**src/rtl/fda_pkg.sv**
```systemverilog
// Shared types for the fetch/decode/ALU front-end: sequencer states,
// data-processing opcodes, condition codes and CPSR flag positions.
package fda_pkg;

  typedef enum logic [3:0] {
    S_FETCH, S_FWAIT, S_COND, S_RD_RN, S_RN_WAIT,
    S_RD_RM, S_RM_WAIT, S_EXEC, S_OUT
  } state_t;

  typedef enum logic [3:0] {
    OP_AND = 4'h0, OP_EOR = 4'h1, OP_SUB = 4'h2, OP_RSB = 4'h3,
    OP_ADD = 4'h4, OP_ADC = 4'h5, OP_SBC = 4'h6, OP_RSC = 4'h7,
    OP_TST = 4'h8, OP_TEQ = 4'h9, OP_CMP = 4'hA, OP_CMN = 4'hB,
    OP_ORR = 4'hC, OP_MOV = 4'hD, OP_BIC = 4'hE, OP_MVN = 4'hF
  } dp_op_t;

  typedef enum logic [3:0] {
    C_EQ = 4'h0, C_NE = 4'h1, C_CS = 4'h2, C_CC = 4'h3,
    C_MI = 4'h4, C_PL = 4'h5, C_VS = 4'h6, C_VC = 4'h7,
    C_HI = 4'h8, C_LS = 4'h9, C_GE = 4'hA, C_LT = 4'hB,
    C_GT = 4'hC, C_LE = 4'hD, C_AL = 4'hE, C_NV = 4'hF
  } cond_t;

  localparam int unsigned FLAG_N = 31;
  localparam int unsigned FLAG_Z = 30;
  localparam int unsigned FLAG_C = 29;
  localparam int unsigned FLAG_V = 28;

  // True when the condition field passes against the given NZCV nibble.
  function automatic logic cond_pass(input logic [3:0] cond, input logic [3:0] nzcv);
    logic n, z, c, v;
    {n, z, c, v} = nzcv;
    case (cond_t'(cond))
      C_EQ:    return z;
      C_NE:    return !z;
      C_CS:    return c;
      C_CC:    return !c;
      C_MI:    return n;
      C_PL:    return !n;
      C_VS:    return v;
      C_VC:    return !v;
      C_HI:    return c && !z;
      C_LS:    return !c || z;
      C_GE:    return n == v;
      C_LT:    return n != v;
      C_GT:    return !z && (n == v);
      C_LE:    return z || (n != v);
      C_AL:    return 1'b1;
      default: return 1'b0;
    endcase
  endfunction

  // imm8 rotated right by twice the 4-bit rotate field.
  function automatic logic [31:0] rot_imm(input logic [11:0] field);
    logic [63:0] dbl;
    logic [5:0]  amt;
    dbl = {24'd0, field[7:0], 24'd0, field[7:0]};
    amt = {1'b0, field[11:8], 1'b0};
    return 32'(dbl >> amt);
  endfunction

endpackage

```
**src/rtl/alu_core.sv**
```systemverilog
// Combinational ARM data-processing ALU: result, NZCV and write-enable.
module alu_core
  import fda_pkg::*;
(
  input  dp_op_t      op,
  input  logic [31:0] op1,
  input  logic [31:0] op2,
  input  logic        sh_carry,
  input  logic        c_in,
  input  logic        v_in,
  output logic [31:0] result,
  output logic [3:0]  nzcv,
  output logic        we
);

  logic [31:0] a;
  logic [31:0] b;
  logic        cin;
  logic        arith;
  logic [32:0] sum;

  // Subtractions are folded into a single 33-bit adder via inverted operands.
  always_comb begin
    a      = op1;
    b      = op2;
    cin    = 1'b0;
    arith  = 1'b0;
    result = '0;
    case (op)
      OP_AND, OP_TST: result = op1 & op2;
      OP_EOR, OP_TEQ: result = op1 ^ op2;
      OP_ORR:         result = op1 | op2;
      OP_MOV:         result = op2;
      OP_BIC:         result = op1 & ~op2;
      OP_MVN:         result = ~op2;
      OP_SUB, OP_CMP: begin b = ~op2; cin = 1'b1; arith = 1'b1; end
      OP_RSB:         begin a = op2; b = ~op1; cin = 1'b1; arith = 1'b1; end
      OP_ADD, OP_CMN: arith = 1'b1;
      OP_ADC:         begin cin = c_in; arith = 1'b1; end
      OP_SBC:         begin b = ~op2; cin = c_in; arith = 1'b1; end
      OP_RSC:         begin a = op2; b = ~op1; cin = c_in; arith = 1'b1; end
      default:        result = '0;
    endcase
    sum = {1'b0, a} + {1'b0, b} + {32'd0, cin};
    if (arith) result = sum[31:0];
  end

  // Flags: arithmetic ops own C and V, logical ops take shifter carry and keep V.
  always_comb begin
    nzcv[3] = result[31];
    nzcv[2] = (result == '0);
    nzcv[1] = arith ? sum[32] : sh_carry;
    nzcv[0] = arith ? ((a[31] == b[31]) && (sum[31] != a[31])) : v_in;
    we      = (op[3:2] != 2'b10);
  end

endmodule

```
**src/rtl/fetch_decode_alu_pipe.sv**
```systemverilog
// Non-pipelined fetch/decode/execute sequencer for ARM data-processing ops.
module fetch_decode_alu_pipe
  import fda_pkg::*;
#(
  parameter logic [31:0] PC_STEP = 32'd4
) (
  input  logic        clk,
  input  logic        reset,
  output logic [31:0] romAddr,
  output logic        romTrigger,
  input  logic        romReady,
  input  logic [31:0] romData,
  input  logic [31:0] pcIn,
  output logic [31:0] pcOut,
  output logic        pcWrite,
  input  logic [31:0] cpsrIn,
  output logic [3:0]  rbAddr,
  output logic        rbTrigger,
  input  logic        rbReady,
  input  logic [31:0] rbData,
  output logic [31:0] dataOut1,
  output logic [31:0] dataOut2,
  output logic [31:0] cpsrOut,
  output logic [31:0] srcDstOut,
  output logic        w,
  input  logic        triggerIn,
  output logic        readyOut
);

  state_t      state, nstate;
  logic [31:0] instr_q, op1_q, rm_q;
  logic        is_imm, supported, cond_ok, uses_rn, uses_rm;
  dp_op_t      opcode;
  logic [31:0] op2_sel, alu_res;
  logic        sh_carry, alu_we;
  logic [3:0]  alu_nzcv;
  logic        rom_trig_d, rb_trig_d, pc_write_d;
  logic [3:0]  rb_addr_d;

  // Instruction decode from the latched word.
  always_comb begin
    is_imm    = instr_q[25];
    opcode    = dp_op_t'(instr_q[24:21]);
    supported = (instr_q[27:26] == 2'b00) && (is_imm || (instr_q[11:4] == 8'd0));
    cond_ok   = cond_pass(instr_q[31:28], cpsrIn[FLAG_N:FLAG_V]);
    uses_rn   = (opcode != OP_MOV) && (opcode != OP_MVN);
    uses_rm   = !is_imm;
    op2_sel   = is_imm ? rot_imm(instr_q[11:0]) : rm_q;
    sh_carry  = (is_imm && (instr_q[11:8] != 4'd0)) ? op2_sel[31] : cpsrIn[FLAG_C];
  end

  alu_core u_alu (
    .op       (opcode),
    .op1      (op1_q),
    .op2      (op2_sel),
    .sh_carry (sh_carry),
    .c_in     (cpsrIn[FLAG_C]),
    .v_in     (cpsrIn[FLAG_V]),
    .result   (alu_res),
    .nzcv     (alu_nzcv),
    .we       (alu_we)
  );

  // State register.
  always_ff @(posedge clk or negedge reset) begin
    if (!reset) state <= S_FETCH;
    else        state <= nstate;
  end

  // Next-state logic.
  always_comb begin
    nstate = state;
    case (state)
      S_FETCH:   nstate = S_FWAIT;
      S_FWAIT:   if (romReady) nstate = S_COND;
      S_COND: begin
        if (!(cond_ok && supported)) nstate = S_FETCH;
        else if (uses_rn)            nstate = S_RD_RN;
        else if (uses_rm)            nstate = S_RD_RM;
        else                         nstate = S_EXEC;
      end
      S_RD_RN:   nstate = S_RN_WAIT;
      S_RN_WAIT: if (rbReady) nstate = uses_rm ? S_RD_RM : S_EXEC;
      S_RD_RM:   nstate = S_RM_WAIT;
      S_RM_WAIT: if (rbReady) nstate = S_EXEC;
      S_EXEC:    nstate = S_OUT;
      S_OUT:     if (triggerIn) nstate = S_FETCH;
      default:   nstate = S_FETCH;
    endcase
  end

  // Strobe decode; strobes are registered so they stay low during reset.
  always_comb begin
    rom_trig_d = (state == S_FETCH);
    rb_trig_d  = (state == S_RD_RN) || (state == S_RD_RM);
    rb_addr_d  = (state == S_RD_RM) ? instr_q[3:0] : instr_q[19:16];
    pc_write_d = (state == S_FWAIT) && romReady;
  end

  // Datapath and output registers.
  always_ff @(posedge clk or negedge reset) begin
    if (!reset) begin
      romAddr    <= '0;
      romTrigger <= 1'b0;
      pcOut      <= '0;
      pcWrite    <= 1'b0;
      rbAddr     <= '0;
      rbTrigger  <= 1'b0;
      instr_q    <= '0;
      op1_q      <= '0;
      rm_q       <= '0;
      dataOut1   <= '0;
      dataOut2   <= '0;
      cpsrOut    <= '0;
      srcDstOut  <= '0;
      w          <= 1'b0;
      readyOut   <= 1'b0;
    end else begin
      romTrigger <= rom_trig_d;
      rbTrigger  <= rb_trig_d;
      pcWrite    <= pc_write_d;
      if (state == S_FETCH) romAddr <= pcIn;
      if (pc_write_d) begin
        instr_q <= romData;
        pcOut   <= romAddr + PC_STEP;
      end
      if (rb_trig_d) rbAddr <= rb_addr_d;
      if (state == S_RN_WAIT && rbReady) op1_q <= rbData;
      if (state == S_RM_WAIT && rbReady) rm_q  <= rbData;
      if (state == S_EXEC) begin
        dataOut1  <= alu_res;
        dataOut2  <= op2_sel;
        cpsrOut   <= instr_q[20] ? {alu_nzcv, cpsrIn[27:0]} : cpsrIn;
        srcDstOut <= {28'd0, instr_q[15:12]};
        w         <= alu_we;
        readyOut  <= 1'b1;
      end
      if (state == S_OUT && triggerIn) readyOut <= 1'b0;
    end
  end

endmodule

```
**config.mk**
```make
export PLATFORM = sky130hd
export DESIGN_NAME = fetch_decode_alu_pipe
export DESIGN_NICKNAME = d
export VERILOG_FILES = /design/src/rtl/fda_pkg.sv /design/src/rtl/alu_core.sv /design/src/rtl/fetch_decode_alu_pipe.sv
export SDC_FILE = /design/constraint.sdc
export NUM_CORES = 1
export LEC_CHECK = 0
export CORE_MARGIN = 2
export CORE_UTILIZATION = 29
export DETAILED_ROUTE_END_ITERATION = 12
export PLACE_DENSITY = 0.49
export SYNTH_ARGS = -nofsm -noshare
export SYNTH_HDL_FRONTEND = slang
export SYNTH_SLANG_ARGS = --single-unit
export TNS_END_PERCENT = 100
```
**constraint.sdc**
```tcl
create_clock -name clk -period 6.7 [get_ports clk]
set_clock_uncertainty 0.15 [all_clocks]
set_input_delay 1.34 -clock clk [delete_from_list [all_inputs] [get_ports clk]]
set_output_delay 1.34 -clock clk [all_outputs]
set_load 0.03 [all_outputs]
```
==> parameters.txt <==
Parameter                              Value

Run status
  Status    finished clean

STA
  Tightest Pin Transition    1.21 ns
  Smallest hold slack    0.322 ns
  Highest achievable clock rate    165 MHz
  Number of endpoints failing setup at the final stage    0
  Worst relative slew slack    19.2%
  Part of the cycle the worst path needs    90.4%
  Count of pins over their slew limit    0
  RSZ-0062 raised after global routing    no
  Final hold violations    0
  Post-Route Setup TNS    0 ns
  Clock period minus final worst setup slack    6.06 ns

Worst hold path
  Kind of path behind the tightest hold check    register to register
  Hold-critical path depth    2
  Hold Path Sink    instr_q[15]
  Min-Delay Startpoint    instr_q[15]

Setup path
  Buffering stage count on the worst path with inverters included    1
  Worst Path Max Fanout    25
  Element type at the critical path start    register
  Slowest CP cell    sky130_fd_sc_hd__a22oi_1
  Launch point of the worst reg-to-reg path    instr_q[9]
  Destination of the worst register-to-register timing path    cpsrOut[30]
  Worst endpoint data arrival time    6.36 ns
  Category of the critical setup timing path    register to register
  Register-to-register setup slack    0.64 ns
  Worst stage delay on the critical path    0.54 ns
  Data required time at the worst endpoint    7.01 ns
  Worst Reg-to-Reg Cells    18
  Gate family responsible for the most delay along the worst path    compound AO/OA/AOI/OAI gates
  Critical path capture point type    register
  List of cells traversed by the critical path    buf_4 > mux2i_2 > mux2i_1 > a22oi_1 > mux2i_1 > o21ai_0 > fa_1 > a21o_1 > a221o_1 > a311oi_4 > nor2_2 > o41a_1 > xor2_1 > a221oi_2 > nand4_1 > nor4b_2 > nand4_1 > o31ai_2

Yosys
  Top FF cell, synth    sky130_fd_sc_hd__dfrtp_1
  Number of standard cells after synthesis    1882
  Portion of netlist area occupied by mux cells    12.7%
  Count of state elements after synthesis    273
  Cell area after technology mapping    17000 sq um
  Adder-Cell Fraction of Synth Area    4.95%
  Register area share after synthesis    40.2%
  Main combinational cell family by area after synthesis    compound AO/OA/AOI/OAI gates
  Number of distinct library cells after synthesis    85
  Simple-gate area share of the yosys netlist    15.4%
  Synth area leaders    sky130_fd_sc_hd__dfrtp_1 40%, sky130_fd_sc_hd__mux2_2 9.0%, sky130_fd_sc_hd__nand2_1 7.0%
  Async S/R FF share, synth    100%
  Post-synth EDFFs    0
  Average cell area after synthesis    9.03 sq um
  Area fraction in compound gates after synthesis    18.2%
  Yosys warns    0
  Share of the synthesized netlist area taken by xor and xnor gates    3.30%
  Cell taking the most area after synthesis    sky130_fd_sc_hd__dfrtp_1
  Post-synth top area share    40.2%

Placement
  Final GP Congestion    0.881
  DPL Wire Length    44.9 mm
  Number of port buffers    305

Clocking
  Clock-pin slew on the worst setup and hold paths    0.06 ns
  Clock latency on the worst-skew pair    0.56 ns
  H-tree Lvls    2
  Hold bufs inserted after CTS    0
  Maximum clock insertion buffer count    3
  Clock tree from TritonCTS    yes
  Buffer count from post-CTS setup fixing    0
  Sinks on Clock Net    273
  Number of buffers inserted during clock tree synthesis    36
  Root Buffer Master    sky130_fd_sc_hd__clkbuf_16
  Gates resized, CTS repair    0

Route
  Count of nets left with antenna violations after detail routing    0
  Via count    15000
  DRC violations left    0
  Total iterations of the first detailed-routing run    5
  Detailed Route Iter0 Violations    1082
  Total wire length after detailed routing    61.7 mm
  Routed length per instance    21.0 microns
  Average vias per placed instance    5.13

GRT
  Largest net degree at the start of global routing    144
  Routing usage on met3    5.47%
  Peak-usage layer in the global routing report    met2
  Vias in the first global route    15100
  Met2 Usage GRT    31.2%
  Global-route usage over all layers    20.2%
  First-pass GRT wire length    93.3 mm
  Initial antenna violation count    4
  Grt ovf    0
  Global routing met1 resource utilization    27.0%

Flow run
  Maximum capacitance violations    0

Floorplan
  Number of I/O pins    334
  Height of the chip    246 microns
  Area of the die    60500 sq um
  DIE WIDTH    246 microns
  Starting density of the core    29.4%
  Area of the placeable core    57800 sq um
  Cell Rows    88

Layout
  Most common library cell in the layout ignoring fill and taps    sky130_fd_sc_hd__nand2_1
  Highest-count cells in the layout ignoring fill and taps    315 x sky130_fd_sc_hd__nand2_1, 304 x sky130_fd_sc_hd__clkdlybuf4s50_1, 273 x sky130_fd_sc_hd__dfrtp_1
  Area growth, synth to finish    29.1%
  Utilization after layout    38.0%
  Final layout net count    2345
  Fraction of final layout cells with drive strength greater than 1    12.5%
layout make-up:
cell class                 instances  area, sq um
multi-input combinational       1435         9430
clock inverter                    12          125
timing repair buffer             348         3390
tap                              765          957
antenna                            1         2.50
fill                            5926        35900
inverter                          52          195
clock buffer                      47         1000
sequential                       273         6830
per-layer routing:
layer  vias to the layer above  wire length [microns]  part of all wire, %
met2                       512                  27500                   45
met1                      7245                  27000                   44
met4                         8                   1950                  3.2
met5                         -                     46                0.075
li1                       7169                      -                    -
met3                       103                   5210                  8.4
worst max path at each step:
stage | slack, ns | cells after the start | end | startpoint
after floorplan | 1.49 | 22 | cpsrOut[30] | instr_q[21]
after global placement | 0.42 | 20 | cpsrOut[30] | cpsrIn[29]
after detailed placement | 0.38 | 20 | cpsrOut[30] | cpsrIn[29]
after CTS | 0.60 | 18 | cpsrOut[30] | instr_q[9]
after global routing | 0.17 | 18 | cpsrOut[30] | instr_q[9]
final | 0.64 | 18 | cpsrOut[30] | instr_q[9]
synthesized netlist by cell type, drive strengths merged (6+ instances only):
cell and count:
nand2 315, dfrtp 273, o21ai 232, mux2 136, nor2 95, clkbuf 94, a21oi 92, ha 64
mux2i 60, buf 55, inv 52, xnor2 36, nor3 32, xor2 28, nand3 27, a31oi 19
nor2b 18, and3 16, a22oi 15, nand4 15, a221oi 12, o211ai 12, a211oi 11, and2 11
nand2b 11, nand3b 9, o22ai 9, a21o 8, o221ai 8, a221o 6, nor4 6, o21a 6
o21bai 6
kinds of logic after synthesis:
kind of cell | Yosys count
fa+ha+maj | 66
flops | 273
mux | 197
compound gates | 496
xor+xnor | 64
buf+inv | 201
other cells | 1
simple gates | 584
flip-flops by register name, summed over array words and instances, names as in the netlist, 4 cells and up:
register	count
cpsrOut	32
dataOut1	32
dataOut2	32
instr_q	32
op1_q	32
pcOut	32
rm_q	32
romAddr	32
rbAddr	4
srcDstOut	4
state	4
worst min-delay path, cell delays in order (launching register included):
cell,delay [ns]
sky130_fd_sc_hd__dfrtp_1,0.33
sky130_fd_sc_hd__nand2_1,0.05
sky130_fd_sc_hd__nand2_1,0.06
metrics by stage:
| step | setup slack (ns) | cell area, sq um | std cells |
|---|---|---|---|
| floorplan | 1.49 | 17100 | 1909 |
| global placement | 0.423 | 20800 | 2873 |
| detailed placement | 0.375 | 20800 | 2873 |
| CTS | 0.605 | 21900 | 2932 |
| global route | 0.174 | 21900 | 2932 |
| finish | 0.641 | 21900 | 2933 |
Power is not shown: default switching activity piles up to over one toggle a cycle in this logic, so the estimate is an artifact.
